==> src/rtl/snake_engine.sv <==
// snake_engine: single-player snake game core on a 40x40 board.
// Keeps the head position, a 100-slot direction list (head toward tail),
// the apple, a hearts countdown and the stage FSM. All of it is packed
// into the registered snake_data bus that the VGA renderer reads.
//
// Handshake note: there is no valid/ready pair. iSTART is a single-cycle
// pulse sampled on every rising edge. snake_data is a plain registered
// level: it changes on the edge that ends a move-tick cycle (or on a
// start/reset edge) and holds its value at all other times.
module snake_engine #(
  parameter int TICK_DIV    = 2500000,
  parameter int HEART_TICKS = 4,
  parameter int START_LEN   = 2,
  parameter int MAX_LEN     = 49
) (
  input  logic         iCLK,
  input  logic         iRST,
  input  logic         iSTART,
  input  logic         up,
  input  logic         down,
  input  logic         left,
  input  logic         right,
  output logic [487:0] snake_data
);

  typedef enum logic [1:0] {
    S_IDLE = 2'd0,
    S_PLAY = 2'd2,
    S_OVER = 2'd3
  } stage_t;

  localparam logic [31:0] TICK_LAST = 32'(TICK_DIV - 1);
  localparam logic [31:0] HEART_L   = 32'(HEART_TICKS);
  localparam logic [31:0] START_L   = 32'(START_LEN);
  localparam logic [31:0] MAX_L     = 32'(MAX_LEN);
  localparam logic [10:0] HEAD_INIT = 11'd820;
  localparam logic [10:0] APPLE_INIT = 11'd425;
  localparam logic [6:0]  HEARTS_FULL = 7'd100;

  stage_t       r_stage, w_stage_next;
  logic [10:0]  r_head1, w_head1_next;
  logic [31:0]  r_len1, w_len1_next;
  logic [199:0] r_dirs, w_dirs_next;
  logic [1:0]   r_cur_dir, w_cur_dir_next;
  logic [1:0]   r_pend_dir, w_pend_dir_next;
  logic [10:0]  r_apple, w_apple_next;
  logic [6:0]   r_hearts, w_hearts_next;
  logic [31:0]  r_tick_cnt, w_tick_cnt_next;
  logic [31:0]  r_heart_cnt, w_heart_cnt_next;
  logic [15:0]  r_lfsr, w_lfsr_next;

  logic [1:0]   w_req;
  logic         w_req_valid;
  logic [1:0]   w_pend;
  logic [10:0]  w_row, w_col;
  logic         w_wall;
  logic [10:0]  w_new_head;
  logic [10:0]  w_rand;
  logic [10:0]  w_apple_pick;
  logic [31:0]  w_hc_inc;

  // Button decode: highest-priority request, reversals dropped, else keep.
  always_comb begin
    w_req       = r_pend_dir;
    w_req_valid = 1'b1;
    if (up)         w_req = 2'b00;
    else if (down)  w_req = 2'b10;
    else if (left)  w_req = 2'b11;
    else if (right) w_req = 2'b01;
    else            w_req_valid = 1'b0;
    w_pend = (w_req_valid && (w_req != (r_cur_dir ^ 2'b10))) ? w_req : r_pend_dir;
  end

  // Geometry: wall test and candidate head for the pending direction.
  always_comb begin
    w_row      = r_head1 / 11'd40;
    w_col      = r_head1 % 11'd40;
    w_wall     = 1'b0;
    w_new_head = r_head1;
    case (w_pend)
      2'b00: begin w_wall = (w_row == 11'd0);  w_new_head = r_head1 - 11'd40; end
      2'b01: begin w_wall = (w_col == 11'd39); w_new_head = r_head1 + 11'd1;  end
      2'b10: begin w_wall = (w_row == 11'd39); w_new_head = r_head1 + 11'd40; end
      default: begin w_wall = (w_col == 11'd0); w_new_head = r_head1 - 11'd1; end
    endcase
    w_rand       = 11'(r_lfsr % 16'd1600);
    w_apple_pick = w_rand;
    if (w_rand == w_new_head)
      w_apple_pick = (w_rand == 11'd1599) ? 11'd0 : w_rand + 11'd1;
    w_hc_inc = r_heart_cnt + 32'd1;
  end

  // Stage FSM next-state and game-state update; everything holds by default.
  always_comb begin
    w_stage_next     = r_stage;
    w_head1_next     = r_head1;
    w_len1_next      = r_len1;
    w_dirs_next      = r_dirs;
    w_cur_dir_next   = r_cur_dir;
    w_pend_dir_next  = r_pend_dir;
    w_apple_next     = r_apple;
    w_hearts_next    = r_hearts;
    w_tick_cnt_next  = r_tick_cnt;
    w_heart_cnt_next = r_heart_cnt;
    w_lfsr_next      = {r_lfsr[0] ^ r_lfsr[2] ^ r_lfsr[3] ^ r_lfsr[5], r_lfsr[15:1]};
    case (r_stage)
      S_IDLE: begin
        if (iSTART) begin
          w_stage_next     = S_PLAY;
          w_head1_next     = HEAD_INIT;
          w_len1_next      = START_L;
          w_dirs_next      = {100{2'b01}};
          w_cur_dir_next   = 2'b11;
          w_pend_dir_next  = 2'b11;
          w_apple_next     = APPLE_INIT;
          w_hearts_next    = HEARTS_FULL;
          w_tick_cnt_next  = '0;
          w_heart_cnt_next = '0;
        end
      end
      S_PLAY: begin
        w_pend_dir_next = w_pend;
        w_tick_cnt_next = r_tick_cnt + 32'd1;
        if (r_tick_cnt == TICK_LAST) begin
          w_tick_cnt_next = '0;
          if (w_wall) begin
            w_stage_next = S_OVER;
          end else begin
            w_head1_next   = w_new_head;
            w_dirs_next    = {r_dirs[197:0], w_pend ^ 2'b10};
            w_cur_dir_next = w_pend;
            if (w_new_head == r_apple) begin
              w_len1_next   = (r_len1 >= MAX_L) ? MAX_L : r_len1 + 32'd1;
              w_hearts_next = HEARTS_FULL;
              w_apple_next  = w_apple_pick;
            end else if (w_hc_inc >= HEART_L) begin
              w_heart_cnt_next = '0;
              if (r_hearts <= 7'd1) begin
                w_hearts_next = 7'd0;
                w_stage_next  = S_OVER;
              end else begin
                w_hearts_next = r_hearts - 7'd1;
              end
            end else begin
              w_heart_cnt_next = w_hc_inc;
            end
          end
        end
      end
      S_OVER: begin
        if (iSTART) w_stage_next = S_IDLE;
      end
      default: w_stage_next = S_IDLE;
    endcase
  end

  // State registers with synchronous reset to the power-on game state.
  always_ff @(posedge iCLK) begin
    if (iRST) begin
      r_stage     <= S_IDLE;
      r_head1     <= HEAD_INIT;
      r_len1      <= START_L;
      r_dirs      <= {100{2'b01}};
      r_cur_dir   <= 2'b11;
      r_pend_dir  <= 2'b11;
      r_apple     <= APPLE_INIT;
      r_hearts    <= HEARTS_FULL;
      r_tick_cnt  <= '0;
      r_heart_cnt <= '0;
      r_lfsr      <= 16'hACE1;
    end else begin
      r_stage     <= w_stage_next;
      r_head1     <= w_head1_next;
      r_len1      <= w_len1_next;
      r_dirs      <= w_dirs_next;
      r_cur_dir   <= w_cur_dir_next;
      r_pend_dir  <= w_pend_dir_next;
      r_apple     <= w_apple_next;
      r_hearts    <= w_hearts_next;
      r_tick_cnt  <= w_tick_cnt_next;
      r_heart_cnt <= w_heart_cnt_next;
      r_lfsr      <= w_lfsr_next;
    end
  end

  // Renderer bus: straight concatenation of registers, so it is registered.
  always_comb begin
    snake_data = {32'(r_hearts), 32'(r_apple), 32'd0, 32'd0, 32'(r_stage),
                  32'd0, r_len1, 32'd0, 32'(r_head1), r_dirs};
  end

endmodule

==> config.mk <==
export PLATFORM = sky130hd
export DESIGN_NAME = snake_engine
export DESIGN_NICKNAME = d
export VERILOG_FILES = /design/src/rtl/snake_engine.sv
export SDC_FILE = /design/constraint.sdc
export NUM_CORES = 1
export LEC_CHECK = 0
export ABC_CLOCK_PERIOD_IN_PS = 5900
export CAP_MARGIN = 20
export CORE_MARGIN = 5
export CORE_UTILIZATION = 35
export DETAILED_ROUTE_END_ITERATION = 10
export GPL_TIMING_DRIVEN = 0
export PLACE_DENSITY = 0.68
export SLEW_MARGIN = 20
export SYNTH_ARGS = -nofsm -noshare
export SYNTH_HDL_FRONTEND = slang
export SYNTH_SLANG_ARGS = --single-unit
==> constraint.sdc <==
create_clock -name iCLK -period 5.9 [get_ports iCLK]
set_input_delay 0.59 -clock iCLK [delete_from_list [all_inputs] [get_ports iCLK]]
set_output_delay 0.59 -clock iCLK [all_outputs]
set_load 0.02 [all_outputs]
==> impl_metrics.csv <==
group,metric,value,unit
grt,antenna_found_initial,1,
route,drtPass1Iterations,5,
placed_design,gp_congestion,0.9044,
clock_tree,tritoncts_clock_tree,"done",
sta,finalMaxSlewViolations,0,
layout,area_growth,34.01,%
sta,period_minus_slack,5.780,ns
placed_design,post-dp-hpwl,36.77,mm
worst_setup_path,setup.worst_path.end_class,"flip-flop",
worst_setup_path,worst_path_max_delay_cell,"sky130_fd_sc_hd__a2111oi_4",
worst_setup_path,timing.critical_path.arrival,6.22,ns
synth,async_reset_ff_share,0,%
floorplan,die-width,231.3,um
floorplan,total_die_area,53500,sq um
synth,synth-edff-count,0,
power_and_ir_drop,power.leakage,9.376,nW
synth,syn-cell-area,17140,sq um
synth,synth.area.top_cells,"sky130_fd_sc_hd__dfxtp_1 (40%), sky130_fd_sc_hd__buf_4 (10%), sky130_fd_sc_hd__a22o_1 (5.2%)",
synth,synth_top_area_cell,"sky130_fd_sc_hd__dfxtp_1",
route,drt_first_iter_violations,825,
job,number_of_max_cap_violations,0,
grt,grt_overflow_total,0,
route,via_per_inst,4.903,
route,drtAntennaViolNets,0,
synth,ys_dominant_reg_cell,"sky130_fd_sc_hd__dfxtp_1",
sta,fin_crit_sh,97.96,%
power_and_ir_drop,finalPower,6.385,mW
grt,wire_length_of_the_first_global_routing_pass,75.71,mm
sta,post_route_skew,0.03010,ns
worst_setup_path,path_max_fanout,11,
power_and_ir_drop,vdd.ir_drop.worst,0.0002542,V
route,avgRoutedWirePerCell,15.85,um
sta,max_freq,173.0,MHz
placed_design,pre_cts_ws,-2.289,ns
layout,highest_count_cells_in_the_layout_ignoring_fill_and_taps,"sky130_fd_sc_hd__dfxtp_1 (346), sky130_fd_sc_hd__clkdlybuf4s50_1 (265), sky130_fd_sc_hd__buf_4 (235), sky130_fd_sc_hd__conb_1 (225), sky130_fd_sc_hd__nor2_1 (132)",
clock_tree,htree_levels,2,
sta,timing_worst_slew_pin_value,1.026,ns
sta,worst_hold_slack_across_all_endpoints,0.4809,ns
synth,post-synth-top-area-fraction,40.41,%
worst_setup_path,path_class,"in -> reg",
floorplan,placement_rows,81,
clock_tree,total_of_hold_buffers_inserted_after_clock_tree_synthesis,0,
floorplan,effective_utilization_at_floorplan,35.24,%
worst_setup_path,cp.required,6.34,ns
sta,finalWorstSetupSlack,0.1202,ns
worst_setup_path,setup.worst_path.start_class,"input port",
grt,track_usage,16.88,%
layout,final_net_count,2438,
synth,synthDistinctLibCells,99,
route,routed_wirelength,48.35,mm
floorplan,coreArea,48650,sq um
worst_setup_path,cp.buffers_inverters,5,
sta,max_slew_margin,30.95,%
power_and_ir_drop,powerDensity,277.9,nW/um^2
clock_tree,clock_sink_count,346,
grt,grt_pass1_vias,14259,
worst_hold_path,min-delay-path-class,"reg -> reg",
clock_tree,register_clock_pin_slew_on_the_reported_worst_setup_and_hold_paths,0.06,ns
synth,ys_warn_count,0,
clock_tree,clock_tree.root_cell,"sky130_fd_sc_hd__clkbuf_16",
route,route.vias.total,14953,
sta,finalHoldViolCount,0,
synth,synthesis.instances,1860,
synth,syn_avg_cell_area,9.217,sq um
worst_setup_path,timing.critical_path.max_delay_family,"compound AO/OA/AOI/OAI gates",
clock_tree,cts_buffers,38,
floorplan,die_height,231.3,um
layout,n_fill_cell,4588,
clock_tree,cts_max_path_buffers,3,
sta,setup_violations,0,
run_status,result_of_the_run,"complete, no violations",
route,drc_markers,0,
synth,synth-seq-cells,346,
grt,grt_max_degree,15,
layout,final_layout_size_suffix_gt1_share,15.82,%
placed_design,buffer_ports.inserted,269,
clock_tree,clk-insertion-delay-late,0.55,ns
floorplan,floorplan.io_pins,495,
worst_setup_path,crit_path_max_incr_delay,0.45,ns
layout,mostFrequentLayoutCell,"sky130_fd_sc_hd__dfxtp_1",
layout,layout.core_utilization,47.22,%
synth,ys_seq_area_share,40.41,%
==> where the power goes <==
| part | switching, mW | internal (mW) | total, mW |
|---|---|---|---|
| combinational | 0.941 | 0.570 | 1.51 |
| sequential | 0.0335 | 2.36 | 2.39 |
| clock | 0.976 | 1.51 | 2.48 |
==> layer usage <==
| metal | GRT usage (%) | share of wire, % | vias to the layer above |
|---|---|---|---|
| met1 | 19.99 | 41 | 7036 |
| met4 | 5.721 | 3.2 | 0 |
| met3 | 6.015 | 8.8 | 80 |
| met5 | 0 | 0 | - |
| met2 | 28.49 | 47 | 435 |
| li1 | - | - | 7402 |
==> cell type report <==
type / instances / area [sq um] / share of cell area, %
Antenna cell: 1 / 2.502 / 0.01089
Clock buffer: 49 / 1072 / 4.668
Multi-Input combinational cell: 1379 / 8947 / 38.95
Clock inverter: 18 / 244.0 / 1.062
Inverter: 36 / 135.1 / 0.5882
Sequential cell: 346 / 6927 / 30.15
Buffer: 322 / 2111 / 9.188
Tap cell: 622 / 778.2 / 3.388
Timing Repair Buffer: 277 / 2756 / 12.00
==> stage by stage <==
stage          instances  area (sq um)  setup TNS, ns
2_1_floorplan       2084         17980              0
3_3_place_gp        2975         21450        -153.65
3_5_place_dp        2976         21470        -182.00
4_1_cts             3047         22900              0
5_1_grt             3050         22970       -0.02776
6_report            3050         22970              0
==> cell families after synthesis <==
family | after synthesis | share of synthesized area, %
and+or+nand+nor | 516 | 16.09
adders and majority gates | 33 | 2.467
other | 1 | 0.02188
DFF | 346 | 40.41
muxes | 11 | 0.6642
buffers and inverters | 359 | 12.98
AOI/OAI and AO/OA | 510 | 23.08
xor gates and xnor gates | 84 | 4.292
==> cell usage after synthesis (all sizes together) (8+ instances only) <==
master,count
nand2b,13
a211oi,11
nor4,21
mux2i,8
o21a,14
a2111oi,8
dfxtp,346
ha,29
o22a,100
nand2,70
o21ai,54
a31oi,17
nand4,26
a21o,17
a22o,102
o211ai,15
nor3,34
and2,57
nor2b,22
xnor2,46
xor2,38
and3,27
nor2,136
nand3,40
or3,10
a22oi,12
a21oi,77
buf,255
or2,13
inv,36
clkbuf,68
==> sequential cells by signal, indices dropped and copies added (netlist names) <==
signal	count
r_apple	11
r_cur_dir	1
r_dirs	200
r_head1	11
r_heart_cnt	32
r_hearts	7
r_len1	32
r_lfsr	16
r_pend_dir	2
r_stage	2
r_tick_cnt	32
==> path summary, 6_finish.rpt <==
check,startpoint,to,slack [ns],depth (start not counted)
hold reg to reg,r_heart_cnt[31]$_SDFFE_PP0P_,r_heart_cnt[31]$_SDFFE_PP0P_,0.48,1
setup / recovery,right,r_apple[10]$_SDFFE_PP0P_,0.12,26
setup reg to reg,r_pend_dir[1]$_SDFFE_PP1P_,r_apple[10]$_SDFFE_PP0P_,0.28,25
hold / removal,r_heart_cnt[31]$_SDFFE_PP0P_,r_heart_cnt[31]$_SDFFE_PP0P_,0.48,1
==> repair_timing <==
action	4_1_cts	5_1_grt
endpoints found under the setup margin	83	127
pin swaps	4	3
setup buffers	5	2
gates resized for setup	29	17
No activity file was read; power rests on OpenSTA's default activity.
